## config.mk

```make
export PLATFORM = sky130hd
export DESIGN_NAME = exception_vector_sequencer
export DESIGN_NICKNAME = d
export VERILOG_FILES = /design/src/rtl/exception_vector_sequencer.sv
export SDC_FILE = /design/constraint.sdc
export NUM_CORES = 1
export LEC_CHECK = 0
export BUFFER_PORTS_ARGS = -buffer_cell sky130_fd_sc_hd__buf_2
export CAP_MARGIN = 0
export CORE_ASPECT_RATIO = 0.6
export CORE_MARGIN = 4
export CORE_UTILIZATION = 40
export CTS_CLUSTER_DIAMETER = 120
export DETAILED_ROUTE_END_ITERATION = 7
export PLACE_DENSITY = 0.82
export SETUP_SLACK_MARGIN = 0.3
export SYNTH_ARGS = -nofsm -noshare
export SYNTH_HDL_FRONTEND = slang
export SYNTH_SLANG_ARGS = --single-unit
```

## constraint.sdc

```tcl
create_clock -name clk -period 3 [get_ports clk]
set_input_delay 0.15 -clock clk [delete_from_list [all_inputs] [get_ports clk]]
set_output_delay 0.15 -clock clk [all_outputs]
set_load 0.005 [all_outputs]
```

## src/rtl/exception_vector_sequencer.sv

```systemverilog
// exception_vector_sequencer: saves EPC, reads the handler byte at the cause's vector and loads PC.
// Defining EXC_CAUSE_REG_EN adds the o_cause and o_exc_lost outputs.
module exception_vector_sequencer #(
    parameter logic [31:0] VEC_OPCODE = 32'd253,
    parameter logic [31:0] VEC_OVF    = 32'd254,
    parameter logic [31:0] VEC_DIV0   = 32'd255,
    parameter int          MEM_LAT    = 1
) (
    input  logic        clk,
    input  logic        rst_n,
    input  logic        i_exc_opcode,
    input  logic        i_exc_ovf,
    input  logic        i_exc_div0,
    input  logic [31:0] i_pc_in,
    input  logic [31:0] i_ext_result,
    output logic        o_ext_sel,
    output logic        o_mem_rd,
    output logic [31:0] o_mem_addr,
    output logic [31:0] o_epc_out,
    output logic        o_epc_write,
    output logic [31:0] o_pc_out,
    output logic        o_pc_write,
`ifdef EXC_CAUSE_REG_EN
    output logic [1:0]  o_cause,
    output logic        o_exc_lost,
`endif
    output logic        o_busy
);
    typedef enum logic [1:0] {S_IDLE, S_SAVE, S_WAIT, S_LOAD} state_t;
    localparam logic [3:0] LAT_M1 = 4'(MEM_LAT - 1);

    state_t      r_state, w_next;
    logic [3:0]  r_cnt;
    logic        w_any, w_accept, w_last;
    logic [1:0]  w_cause;
    logic [31:0] w_vec;

    // Priority opcode > ovf > div0; cause code doubles as vector selector.
    assign w_any    = i_exc_opcode | i_exc_ovf | i_exc_div0;
    assign w_accept = (r_state == S_IDLE) && w_any;
    assign w_last   = (r_state == S_WAIT) && (r_cnt == 4'd0);
    assign w_cause  = i_exc_opcode ? 2'd1 : i_exc_ovf ? 2'd2 : 2'd3;
    assign w_vec    = i_exc_opcode ? VEC_OPCODE : i_exc_ovf ? VEC_OVF : VEC_DIV0;

    always_ff @(posedge clk or negedge rst_n) begin
        if (!rst_n) r_state <= S_IDLE;
        else        r_state <= w_next;
    end

    always_comb begin
        w_next = (r_state == S_IDLE) ? (w_any ? S_SAVE : S_IDLE) :
                 (r_state == S_SAVE) ? S_WAIT :
                 (r_state == S_WAIT) ? (w_last ? S_LOAD : S_WAIT) : S_IDLE;
    end

    always_comb begin
        o_busy      = r_state != S_IDLE;
        o_ext_sel   = o_busy;
        o_epc_write = r_state == S_SAVE;
        o_mem_rd    = (r_state == S_SAVE) || (r_state == S_WAIT);
        o_pc_write  = r_state == S_LOAD;
    end

    always_ff @(posedge clk or negedge rst_n) begin
        if (!rst_n) begin
            r_cnt      <= 4'd0;
            o_epc_out  <= 32'd0;
            o_mem_addr <= 32'd0;
            o_pc_out   <= 32'd0;
        end else begin
            if (w_accept) begin
                o_epc_out  <= i_pc_in - 32'd4;
                o_mem_addr <= w_vec;
            end
            if (r_state == S_SAVE)
                r_cnt <= LAT_M1;
            else if (r_state == S_WAIT && !w_last)
                r_cnt <= r_cnt - 4'd1;
            if (w_last)
                o_pc_out <= i_ext_result;
        end
    end

`ifdef EXC_CAUSE_REG_EN
    always_ff @(posedge clk or negedge rst_n) begin
        if (!rst_n) begin
            o_cause    <= 2'd0;
            o_exc_lost <= 1'b0;
        end else begin
            if (w_accept)
                o_cause <= w_cause;
            if (o_busy && w_any)
                o_exc_lost <= 1'b1;
        end
    end
`endif
endmodule

```

==> impl_metrics.ini <==
[outcome]
outcome = complete, no violations

[logic_synthesis]
syn_inst = 338
ys_async_sr_fraction_pct = 100
syn_area_um2 = 3640
synth_edf_count = 0
netlist.area_leader.share_pct = 50.2
synth_top_area_cell = dfrtp_1
synth.avg_cell_area_um2 = 10.8
synth_area_leaders = dfrtp_1 50%, mux2_2 9.9%, buf_4 6.2%, xor2_1 3.1%, nand2_1 3.1%
ys_warn_count = 0
synth_ff_type = dfrtp_1
seq_area_frac_synth_pct = 50.2
synth-seq-cells = 73
yosysUniqueCellTypes = 40

[clock_network]
path_clk_slew_ns = 0.06
cts_sinks = 73
htree_levels = 3
cts_resized = 0
clkLatencyLatePin_ns = 0.33
cts_tree = built
cts_setup_buffers = 0
cts_made_buffers = 9
cts_buffer_depth = 2
cts_root_buf = clkbuf_16
cts_hold_buf = 1

[timing]
fmax_mhz = 496
rsz0062_at_grt = false
finalSetupViolations = 0
fin_worst_skew_ns = 0.00411
finalHoldViolCount = 0
min_period_over_period_pct = 67.2
worst_pin_slew_ns = 0.907
relSlewSlack_pct = 39.5
slew_violations = 0
min_period_ns = 2.02
finalSetupTns_ns = 0

[power_and_ir_drop]
intPower_w = 0.00284
p_leak_nw = 2.14
finalPower_w = 0.00431
clkPwrFrac_pct = 22.3
p_sw_share_pct = 34.1
power.net_switching_w = 0.00147
power.density_nw_per_um2 = 930
power_frac_seq_pct = 39.4
vdd_drop_max_mv = 0.392
p_comb_share_pct = 38.3

[route]
wirelength_um = 8940
vias = 2944
vias_per_cell = 4.94
drtIter0Drc = 104
postRouteAntennaNets = 0
drcViolationCount = 0
dr.pass1.iters = 4
wl_per_cell_um = 15.0

[worst_setup_path]
cp-end-kind = register
arrival_ns = 2.22
worst-setup-path-type = register to register
worstRegToRegCells = 6
start_kind = register
worstPathRequired_ns = 3.20
path_max_fanout = 32

[place]
hpwl_um = 6840
place.gp.congestion = 0.849
port_buffers = 145
post_dp_cell_area_um2 = 4350

[die]
fp.dieH_um = 81.9
coreArea_um2 = 8690
initial_core_util_pct = 41.9
die_area_um2 = 10700
fp-row-count = 26
ios = 170
fp.dieW_um = 131

[global_routing]
grt_max_degree = 74
first_global_vias = 2941
grt_pass1_wl_um = 14400
overflow = 0
antenna_found_initial = 0
grt_use_total_pct = 16.7

[min_path]
hold-path-cell-count = 3
hp-class = input port to register

[cells_and_area]
nNetsFinal = 554
antenna_cells = 0
drive_gt1_share_pct = 43.2
final_area_um2 = 4630
synthToLayoutAreaGrowth_pct = 27.3

[run]
drv_cap = 0
==> per-layer routing <==
layer | vias to the layer above | wire length [um] | global-route usage [%]
met2 | 133 | 4130 | 28.0
met4 | 0 | 91 | 3.98
met5 | - | 0 | 0
met3 | 13 | 866 | 7.41
met1 | 1367 | 3850 | 20.2
li1 | 1431 | - | -
==> cells by family (layout without fill, tap and decap cells) <==
group,count (synthesis),count (layout),synth area share (%)
compound gates,47,47,7.70
xor+xnor,17,17,4.09
fa+ha+maj,6,6,2.06
buf+inv,51,174,8.49
flops,73,73,50.2
mux,32,32,9.90
other cells,1,24,0.103
simple gates,111,111,17.5
==> metrics by stage <==
stage | hold slack [ns] | instances | util (%) | setup WS [ns]
after floorplan | -0.146 | 361 | - | 1.15
after global routing | 0.0124 | 596 | 53.3 | 0.831
after CTS | 0.00156 | 596 | 53.3 | 0.997
final | 0.0179 | 596 | 53.3 | 0.983
after detailed placement | 0.340 | 579 | 50.1 | 0.727
after global placement | 0.329 | 579 | 50.1 | 0.843
==> cells in the final DEF (no fill, tap or decap), drive strengths merged, types with 6 or more instances in the layout <==
cell type	count
a31oi	14
buf	149
clkbuf	10
conb	24
dfrtp	73
ha	6
inv	8
mux2	32
nand2	31
nand4	6
nor2	24
nor3	9
o21ai	22
o31ai	8
or3	8
or4	10
xor2	13
==> registers in the layout, indices dropped and copies added, names as in the netlist <==
register    cells
o_epc_out      32
o_mem_addr      3
o_pc_out       32
r_cnt           4
r_state         2
==> power by group through the flow <==
stage               Sequential (W)  Combinational (W)  Clock [W]
global placement           0.00168            0.00161          0
global route               0.00176            0.00184    0.00105
floorplan                  0.00173           0.000881          0
detailed placement         0.00171            0.00168          0
finish                     0.00170            0.00165   0.000963
CTS                        0.00170            0.00169   0.000998
==> worst max-delay path: stages (launching register included) <==
cell,delay [ns]
dfrtp_1,0.40
inv_1,0.06
ha_1,0.16
nor3b_1,0.29
and2_1,0.20
buf_4,0.37
mux2_2,0.40
==> final timing paths <==
| check | start | endpoint | slack [ns] |
|---|---|---|---|
| max in group asynchronous | rst_n | o_epc_out[29] | 1.91 |
| setup reg to reg | r_cnt[0] | o_pc_out[12] | 0.98 |
| min in group asynchronous | rst_n | o_pc_out[18] | 0.49 |
| hold / removal | i_pc_in[0] | o_epc_out[0] | 0.02 |
| setup / recovery | r_cnt[0] | o_pc_out[12] | 0.98 |
| hold reg to reg | o_epc_out[24] | o_epc_out[24] | 0.47 |
==> final cells by class <==
cell class                      instances  area, um^2
Clock buffer                           10         229
Clock inverter                          6        45.0
Fill cell                             781        4050
Inverter                                8        30.0
Multi-Input combinational cell        237        1590
Sequential cell                        73        1830
Tap cell                              112         140
Timing Repair Buffer                  150         768
==> cell usage after synthesis, types with 6 or more instances <==
cell type	n
a31oi_1	14
nor2_1	24
nor3_1	8
o31ai_1	8
xor2_1	13
or3_1	7
mux2_2	32
o21ai_0	22
nand2_1	30
or4_1	9
clkbuf_1	9
dfrtp_1	73
ha_1	6
inv_1	8
buf_4	30
Power figures use the tool's default switching activity.
